File: src/rtl/nano_cpu_ws_pkg.sv
// Shared opcode/state definitions for the nano_cpu_ws core.
// NANO_CPU_WS_MUL_EN adds opcode 8 (MUL) to the ALU group.
package nano_cpu_ws_pkg;

  localparam logic [3:0] OPC_READ   = 4'h0;
  localparam logic [3:0] OPC_WRITE  = 4'h1;
  localparam logic [3:0] OPC_JMP    = 4'h2;
  localparam logic [3:0] OPC_BRANCH = 4'h3;
  localparam logic [3:0] OPC_XOR    = 4'h4;
  localparam logic [3:0] OPC_SUB    = 4'h5;
  localparam logic [3:0] OPC_ADD    = 4'h6;
  localparam logic [3:0] OPC_LESS   = 4'h7;
  localparam logic [3:0] OPC_MUL    = 4'h8;
  localparam logic [3:0] OPC_END    = 4'hF;

  typedef enum logic [3:0] {
    OP_READ   = OPC_READ,
    OP_WRITE  = OPC_WRITE,
    OP_JMP    = OPC_JMP,
    OP_BRANCH = OPC_BRANCH,
    OP_XOR    = OPC_XOR,
    OP_SUB    = OPC_SUB,
    OP_ADD    = OPC_ADD,
    OP_LESS   = OPC_LESS,
    OP_MUL    = OPC_MUL,
    OP_END    = OPC_END
  } opcode_e;

  typedef enum logic [3:0] {
    S_IDLE, S_FETCH, S_EXEC, S_LD, S_WRITE, S_ALU, S_JMP, S_BRANCH, S_HALT
  } state_e;

  // Any opcode not listed here halts the core.
  function automatic state_e exec_state(input opcode_e op);
    case (op)
      OP_READ:   return S_LD;
      OP_WRITE:  return S_WRITE;
      OP_JMP:    return S_JMP;
      OP_BRANCH: return S_BRANCH;
      OP_XOR, OP_SUB, OP_ADD, OP_LESS: return S_ALU;
`ifdef NANO_CPU_WS_MUL_EN
      OP_MUL:    return S_ALU;
`endif
      default:   return S_HALT;
    endcase
  endfunction

endpackage

File: src/rtl/nano_cpu_ws_if.sv
// Memory bus of the nano_cpu_ws core: word address, split read/write data,
// ce/we request qualified by a single-cycle ready completion.
interface nano_cpu_ws_if #(parameter int DATA_W = 16);
  logic [7:0]        address;
  logic [DATA_W-1:0] dataR;
  logic [DATA_W-1:0] dataW;
  logic              ce;
  logic              we;
  logic              ready;

  modport master (output address, dataW, ce, we, input dataR, ready);
  modport slave  (input address, dataW, ce, we, output dataR, ready);
endinterface

File: src/rtl/nano_cpu_ws_reg_n.sv
// Generic W-bit register with write enable and synchronous active-low clear;
// used for PC, IR and every general register.
module reg_n #(
  parameter int W = 8
) (
  input  logic         ck,
  input  logic         rst,
  input  logic         en,
  input  logic [W-1:0] d,
  output logic [W-1:0] q
);
  logic [W-1:0] q_q, q_d;

  always_comb q_d = en ? d : q_q;

  always_ff @(posedge ck) begin
    if (!rst) q_q <= '0;
    else      q_q <= q_d;
  end

  assign q = q_q;
endmodule

File: src/rtl/nano_cpu_ws.sv
// Multi-cycle accumulator-free nano CPU: fetch/exec FSM over an 8-bit address
// space. Define NANO_CPU_WS_MUL_EN to enable the MUL (opcode 8) instruction.
module nano_cpu_ws
  import nano_cpu_ws_pkg::*;
#(
  parameter int DATA_W = 16,
  parameter int NREGS  = 4
) (
  input  logic            ck,
  input  logic            rst,
  nano_cpu_ws_if.master   bus,
  output logic            halted
);
  localparam int RW = (NREGS == 4) ? 2 : 1;

  state_e state_q, state_d;

  logic [7:0]  pc_q, pc_d;
  logic        pc_we;
  logic [15:0] ir_q;
  logic        ir_we;

  logic [NREGS-1:0][DATA_W-1:0] rf_q;
  logic [NREGS-1:0]             rf_we;
  logic [DATA_W-1:0]            rf_wd;

  opcode_e     op;
  logic [7:0]  tgt;
  logic [RW-1:0] dst, src1, src2;
  logic [DATA_W-1:0] opa, opb, alu_res;
  logic        unused_ir;

  assign op   = opcode_e'(ir_q[15:12]);
  assign tgt  = ir_q[11:4];
  assign dst  = ir_q[8 +: RW];
  assign src1 = ir_q[4 +: RW];
  assign src2 = ir_q[0 +: RW];
  assign opa  = rf_q[src1];
  assign opb  = rf_q[src2];
  // IR[3:2] carry no meaning; register fields are narrowed for NREGS=2.
  assign unused_ir = ^ir_q;

  reg_n #(.W(8))  u_pc (.ck(ck), .rst(rst), .en(pc_we), .d(pc_d), .q(pc_q));
  reg_n #(.W(16)) u_ir (.ck(ck), .rst(rst), .en(ir_we), .d(bus.dataR[15:0]), .q(ir_q));

  for (genvar i = 0; i < NREGS; i++) begin : g_rf
    reg_n #(.W(DATA_W)) u_r (.ck(ck), .rst(rst), .en(rf_we[i]), .d(rf_wd), .q(rf_q[i]));
  end

`ifdef NANO_CPU_WS_MUL_EN
  logic [2*DATA_W-1:0] prod;
  assign prod = {{DATA_W{1'b0}}, opa} * {{DATA_W{1'b0}}, opb};
`endif

  always_comb begin
    alu_res = '0;
    case (op)
      OP_XOR:  alu_res = opa ^ opb;
      OP_SUB:  alu_res = opa - opb;
      OP_ADD:  alu_res = opa + opb;
      OP_LESS: alu_res = {{(DATA_W-1){1'b0}}, (opa < opb)};
`ifdef NANO_CPU_WS_MUL_EN
      OP_MUL:  alu_res = prod[DATA_W-1:0];
`endif
      default: alu_res = '0;
    endcase
  end

  always_comb begin
    state_d = state_q;
    pc_we   = 1'b0;
    pc_d    = pc_q + 8'd1;
    ir_we   = 1'b0;
    rf_we   = '0;
    rf_wd   = alu_res;
    case (state_q)
      S_IDLE:  state_d = S_FETCH;
      S_FETCH: if (bus.ready) begin
        ir_we   = 1'b1;
        state_d = S_EXEC;
      end
      S_EXEC:  state_d = exec_state(op);
      S_LD:    if (bus.ready) begin
        rf_we[src2] = 1'b1;
        rf_wd       = bus.dataR;
        pc_we       = 1'b1;
        state_d     = S_FETCH;
      end
      S_WRITE: if (bus.ready) begin
        pc_we   = 1'b1;
        state_d = S_FETCH;
      end
      S_ALU: begin
        rf_we[dst] = 1'b1;
        pc_we      = 1'b1;
        state_d    = S_FETCH;
      end
      S_JMP: begin
        pc_d    = tgt;
        pc_we   = 1'b1;
        state_d = S_FETCH;
      end
      S_BRANCH: begin
        if (opb != '0) pc_d = tgt;
        pc_we   = 1'b1;
        state_d = S_FETCH;
      end
      S_HALT:  state_d = S_HALT;
      default: state_d = S_IDLE;
    endcase
  end

  always_ff @(posedge ck) begin
    if (!rst) state_q <= S_IDLE;
    else      state_q <= state_d;
  end

  // Outputs are forced quiet while rst is low, even before the clearing edge.
  assign bus.ce      = rst && (state_q == S_FETCH || state_q == S_LD || state_q == S_WRITE);
  assign bus.we      = rst && (state_q == S_WRITE);
  assign bus.address = !rst ? 8'h00 : ((state_q == S_FETCH) ? pc_q : tgt);
  assign bus.dataW   = rst ? opb : '0;
  assign halted      = rst && (state_q == S_HALT);

endmodule

File: src/flat_wrapper.sv
// flat-port wrapper written by rule: the top's interface ports become plain ports
module nano_cpu_ws_flat import nano_cpu_ws_pkg::*;
#(
  parameter int DATA_W = 16,
  parameter int NREGS  = 4
)
  (ck, rst, halted, bus_address, bus_dataW, bus_ce, bus_we, bus_dataR, bus_ready);
  nano_cpu_ws_if #(.DATA_W(DATA_W)) bus_i ();
  input  logic ck;
  input  logic rst;
  output logic halted;
  output wire logic [$bits(bus_i.address)-1:0] bus_address;
  output wire logic [$bits(bus_i.dataW)-1:0] bus_dataW;
  output wire logic [$bits(bus_i.ce)-1:0] bus_ce;
  output wire logic [$bits(bus_i.we)-1:0] bus_we;
  input wire logic [$bits(bus_i.dataR)-1:0] bus_dataR;
  input wire logic [$bits(bus_i.ready)-1:0] bus_ready;
  assign bus_address = bus_i.address;
  assign bus_dataW = bus_i.dataW;
  assign bus_ce = bus_i.ce;
  assign bus_we = bus_i.we;
  assign bus_i.dataR = bus_dataR;
  assign bus_i.ready = bus_ready;
  nano_cpu_ws #(.DATA_W(DATA_W), .NREGS(NREGS)) u_core (.ck(ck), .rst(rst), .bus(bus_i), .halted(halted));
endmodule
File: config.mk
export PLATFORM = sky130hd
export DESIGN_NAME = nano_cpu_ws_flat
export DESIGN_NICKNAME = d
export VERILOG_FILES = /design/src/rtl/nano_cpu_ws_pkg.sv /design/src/rtl/nano_cpu_ws_if.sv /design/src/rtl/nano_cpu_ws_reg_n.sv /design/src/rtl/nano_cpu_ws.sv /design/src/flat_wrapper.sv
export SDC_FILE = /design/constraint.sdc
export NUM_CORES = 1
export LEC_CHECK = 0
export ABC_AREA = 1
export CAP_MARGIN = 20
export CELL_PAD_IN_SITES_DETAIL_PLACEMENT = 1
export CELL_PAD_IN_SITES_GLOBAL_PLACEMENT = 2
export CORE_MARGIN = 2
export CORE_UTILIZATION = 32
export CTS_CLUSTER_SIZE = 10
export DETAILED_ROUTE_END_ITERATION = 7
export PLACE_DENSITY_LB_ADDON = 0.1
export SYNTH_ARGS = -nofsm -noshare
export SYNTH_HDL_FRONTEND = slang
export SYNTH_HIERARCHICAL = 1
export SYNTH_SLANG_ARGS = --single-unit
File: constraint.sdc
create_clock -name ck -period 2.9 [get_ports ck]
set_input_delay 0.58 -clock ck [delete_from_list [all_inputs] [get_ports ck]]
set_output_delay 0.58 -clock ck [all_outputs]
set_load 0.01 [all_outputs]
# Word level (Yosys, flattened, before mapping)

Memories as Yosys holds them, arrays and structs flattened. A register that Yosys moved wholly into a read port is not among the register bits.
Index checks and enable logic that the tools add are counted.

Register bits after elaboration: 92
Bits in read-only memories: 24
Input port bits: 19
Logic and storage cells: 72
Memories: 1

Memories:

| name            | words | bits a word | rd ports | clocked after memory_dff | write ports | RTL line              | source |
|---|---|---|---|---|---|---|---|
| (no name shown) | 8     | 3           | 1        | 1                        | 0           | nano_cpu_ws_pkg.sv:35 | `case (op)` |

$add $sub $neg: 3
$lt $le $gt $ge: 6
Equal/unequal tests: 14
Multiplexer cells: 27
Bitwise operators: 1
Reduce and logical (&&, ||, !) cells: 13

Operators by type and width:

| cell                | count |
|---|---|
| $mux 16             | 5 |
| $bmux 16 s2         | 2 |
| $pmux 16 s4         | 1 |
| $eq 4x3->1 const B  | 8 |
| $mux 8              | 3 |
| $pmux 4 s5          | 1 |
| $add 16x16->16      | 1 |
| $lt 16x16->1        | 1 |
| $mux 4              | 4 |
| $pmux 8 s2          | 1 |
| $reduce_bool 16->1  | 1 |
| $sub 16x16->16      | 1 |
| $xor 16x16->16      | 1 |
| $lt 2x3->1 const B  | 3 |
| $add 8x1->8 const B | 1 |
| $eq 4x2->1 const B  | 2 |
| $pmux 4 s2          | 1 |
| $mux 3              | 2 |
| $logic_and 1x1->1   | 5 |
| $demux 1 s2         | 2 |
| $eq 4x1->1 const B  | 1 |
| $eq 4x4->1 const B  | 1 |
| $ge 2x1->1 const B  | 2 |
| $logic_not 4->1     | 1 |
| 9 further kinds     | 13 |

# Logic depth before layout (Yosys ltp)

Word-level depth: 6
Gate-level depth with buffers: 25
Gate-level depth less buffers: 23

# Modules after synthesis

Netlist, hierarchy kept.

Modules (own cells, without submodules):

| module                          | times used | cells an instance | area an instance (um^2) | sequential area each (um^2) |
|---|---|---|---|---|
| nano_cpu_ws                     | 1          | 888               | 4310.4                  | 80.1 |
| reg_n at u_core.g_rf[0].u_r ... | 5          | 101               | 674.4                   | 320.3 |
| reg_n at u_core.u_pc            | 1          | 51                | 356.6                   | 160.2 |

# Worst setup path before layout

OpenSTA, ideal clock, no wires.

Path type: register to register
From: reg u_core.u_ir.q_q[0], in the netlist u_core/u_ir/q[0]
To: reg u_core.g_rf[1].u_r.q_q[14]
Library setup time: 0.114 ns
Arrival: 2.536 ns
Path slack: 0.250 ns
Stages on the path, launching flop included: 25
Path buffers: 2
Clock period less this slack: 2.650 ns
Path through: dfxtp_1 > inv_2 > nor2_2 > buf_6 > nand2_1 > and2_1 > nand2_1 > inv_1 > ha_1 > clkbuf_1 > nand2_1 > inv_1 > nand2_1 > nor3_1 > nand2_1 > nand2_1 > nand2_1 > nand3_1 > nand3_1 > nand2_1 > nand2_1 > inv_1 > nand2_1 > nand2_1 > nor2_2

Cells in the longest elaborated chain, start to end: 6
Elaborated cells on any way between the ends: 15
Classes of those cells: 2 x add/sub; 2 x order compare; 9 x mux; 1 x bitwise; 1 x reduce/logical

Ends and longest elaborated chain:

| item                                         | RTL line                | source |
|---|---|---|
| from (decl)                                  | nano_cpu_ws_reg_n.sv:12 | `logic [W-1:0] q_q, q_d;` |
| from (signal assigned)                       | nano_cpu_ws_reg_n.sv:18 | `else q_q <= q_d;` |
| $bmux 16 s2 *                                | nano_cpu_ws.sv:39       | `assign opb = rf_q[src2];` |
| $mux 16 (implied by the code) *              | nano_cpu_ws.sv:39       |  |
| $add 16x16->16, or another cell as far along | nano_cpu_ws.sv:60       | `OP_ADD: alu_res = opa + opb;` |
| $pmux 16 s4 *                                | nano_cpu_ws.sv:57       | `case (op)` |
| $mux 16                                      | nano_cpu_ws.sv:83       | `S_LD: if (bus.ready) begin` |
| $mux 16 *                                    | nano_cpu_ws.sv:76       | `case (state_q)` |
| net u_core.rf_wd[14]                         | nano_cpu_ws.sv:25       | `logic [DATA_W-1:0] rf_wd;` |
| to (signal assigned)                         | nano_cpu_ws_reg_n.sv:18 |  |
| to (decl)                                    | nano_cpu_ws_reg_n.sv:12 |  |

The timed path passes the listed nets; every way through them passes the cells marked *. The select of a mux whose other input is x is not followed.
A chain may end at the register's enable or synchronous reset.

# Worst setup path after layout

From: reg u_core.u_ir.q_q[4], in the netlist u_core/u_ir/q[4]
To: reg u_core.g_rf[2].u_r.q_q[15]

Cells in the longest elaborated chain, start to end: 6
Elaborated cells on any way between the ends: 8
Classes of those cells: 2 x add/sub; 5 x mux; 1 x bitwise

Ends and longest elaborated chain:

| item                                         | RTL line                | source |
|---|---|---|
| $bmux 16 s2 *                                | nano_cpu_ws.sv:38       | `assign opa = rf_q[src1];` |
| $mux 16 (implied by the code) *              | nano_cpu_ws.sv:38       |  |
| $add 16x16->16, or another cell as far along | nano_cpu_ws.sv:60       |  |
| $pmux 16 s4 *                                | nano_cpu_ws.sv:57       |  |
| $mux 16                                      | nano_cpu_ws.sv:83       |  |
| $mux 16 *                                    | nano_cpu_ws.sv:76       |  |
| net u_core.rf_wd[15]                         | nano_cpu_ws.sv:25       |  |
| to (signal assigned)                         | nano_cpu_ws_reg_n.sv:18 |  |
| to (decl)                                    | nano_cpu_ws_reg_n.sv:12 |  |

Marks and branches as above.

==> results.cfg <==
[cts]
cts_tree = done
ctsLongestPathBuffers = 2
numClockSinks = 90
clkLatencyLatePin_ns = 0.36
numCtsBuffers = 9
path_clk_slew_ns = 0.07
cts_max_level = 3
cts-root-buf = clkbuf_16

[synthesis]
syn_avg_cell_area_sq_um = 5.560
netlist_area_sq_mm = 0.007961
yosysWarningCount = 6
synth_cells = 1432
syn_nets = 1491

[power]
powerDensity_mw_per_mm2 = 886.7
peakVddDrop_uv = 281.1
p_sw_w = 0.004706
leakage_nw = 5.075
pwr-share-seq_pct = 16.4
switching_share_pct = 48.80
intPower_w = 0.004937
clkPwrFrac_pct = 13.0
combPwrFrac_pct = 70.6

[cells_and_area]
diodes = 0
final_cells = 1932
syn_to_final_growth_pct = 36.60
layout_common_cells = 412 x nand2_1, 251 x nor2_1, 203 x inv_1, 160 x buf_4, 86 x dfxtp_1
layout-drive-gt1-share_pct = 23.69
fin_area_sq_mm = 0.01088
nets = 1662
final_common_cell = nand2_1

[timing]
rsz0062_at_grt = yes
worstMarginPinSlew_ns = 0.8318
fmax_mhz = 348.0
slew_headroom_pct = 44.54
timing.final.crit_share_pct = 99.08
finalMaxSlewViolations = 0
finalCriticalPeriod_ns = 2.873
clock_skew_ns = 0.01387
setup_tns_ns = 0
hold_viol = 0
finalSetupViolations = 0

[grt]
grt_pass1_wl_um = 51270
antenna_found_initial = 0
grt_use_total_pct = 25.24
grt_start_max_net_pins = 54
gr-total-overflow = 0
first_global_vias = 9336

[floorplan]
io_pins = 46
initial_core_util_pct = 32.64
rows = 57
die_x_um = 161.7
die_y_um = 161.7
fp.dieArea_sq_mm = 0.02616
core_sq_mm = 0.02439

[critical_path]
cpMostUsedCell = nand2_1
cp_max_fo = 19
worstPathCellList = buf_6 -> buf_4 -> o21ai_0 -> o22ai_1 -> ha_2 -> nand2_2 -> inv_1 -> nand2_1 -> nand2_1 -> a21oi_2 -> nand3_1 -> nand2_1 -> nand2_1 -> nand2_2 -> nand2_2 -> nand2_2 -> nand2_4 -> inv_2 -> nand2_1 -> nand2_1 -> nor2_1
path_buf_inv = 4
critPathSlowestCell = ha_2
crit_family = simple AND/OR/NAND/NOR gates
crit_type = flip-flop to flip-flop
max_stage_delay_ns = 0.43
startpoint_type = flip-flop
crit_required_ns = 3.15
end_kind = flip-flop
crit_arrival_ns = 3.12

[routing]
drtIter0Drc = 491
drc_errors = 0
drtPass1Iterations = 5
avgRoutedWirePerCell_um = 16.98
routed_wl_um = 32800
viasPerCell = 4.774
num_vias = 9223
ant_nets = 0

[placement]
placed_cell_area_sq_mm = 0.009779
gp_congestion = 0.8524
port_buffers = 45
dp_hpwl_um = 25480
place_inst = 1908

[job]
maxCapViolCount = 0

[hold_path]
worstHoldPathType = flip-flop to flip-flop

[status]
outcome = finished clean
==> power groups by stage <==
stage                     logic, W  clock network, W  registers, W
after floorplan            0.00341                 0       0.00153
after global placement     0.00574                 0       0.00158
after detailed placement   0.00585                 0       0.00159
after CTS                  0.00621           0.00129       0.00157
after global routing       0.00752           0.00135       0.00161
final                      0.00680           0.00126       0.00158
==> tightest hold or removal path, stage by stage, from the launching register on <==
cell     delay (ns)
dfxtp_1        0.31
nor2_1         0.09
nor2_1         0.05
==> sequential cells by signal (all words and copies together), names as in the netlist <==
| signal | count |
|---|---|
| u_core/u_pc/q | 8 |
| u_core/g_rf.u_r/q | 64 |
| u_core/u_ir/q | 14 |
| u_core/state_q | 4 |
==> layer usage <==
| metal | wire, um | global-route usage, % |
|---|---|---|
| met1 | 16410 | 35.53 |
| met4 | 646 | 7.080 |
| met3 | 726 | 2.324 |
| met5 | 0 | 0 |
| met2 | 15010 | 41.28 |
==> cell type report <==
class,count,area (sq um)
Fill cell,3363,13520
Multi-Input combinational cell,1053,5563
Timing Repair Buffer,221,1919
Sequential cell,90,1814
Inverter,228,873.3
Tap cell,324,405.4
Clock buffer,10,229.0
Clock inverter,6,71.32
==> timing repair <==
item | CTS | global route
resized for setup | 74 | 139
buffers inserted | 3 | 6
hold buffers | 0 | 0
pin swaps | 12 | 47
setup endpoints to repair | 72 | 68
==> per-stage QoR <==
step                      setup slack [ns]  hold WS [ns]  utilization, %  power [W]
after floorplan                     0.2501        0.4490               -   0.004945
after global placement             -0.4029        0.4618           40.09   0.007325
after detailed placement           -0.4615        0.4767           40.09   0.007437
after CTS                         -0.01743        0.4892           42.60   0.009075
after global routing               -0.1666        0.5222           44.59    0.01047
final                              0.02657        0.4904           44.59   0.009643
==> worst paths after layout <==
check	startpoint	endpoint	slack, ns	cells after the start
hold reg to reg	u_core/u_ir/q[7]	u_core/u_ir/q[7]	0.49	2
setup / recovery	u_core/u_ir/q[4]	u_core/g_rf[2].u_r/q[15]	0.03	21
hold / removal	u_core/u_ir/q[7]	u_core/u_ir/q[7]	0.49	2
setup reg to reg	u_core/u_ir/q[4]	u_core/g_rf[2].u_r/q[15]	0.03	21
Power figures use the tool's default switching activity.
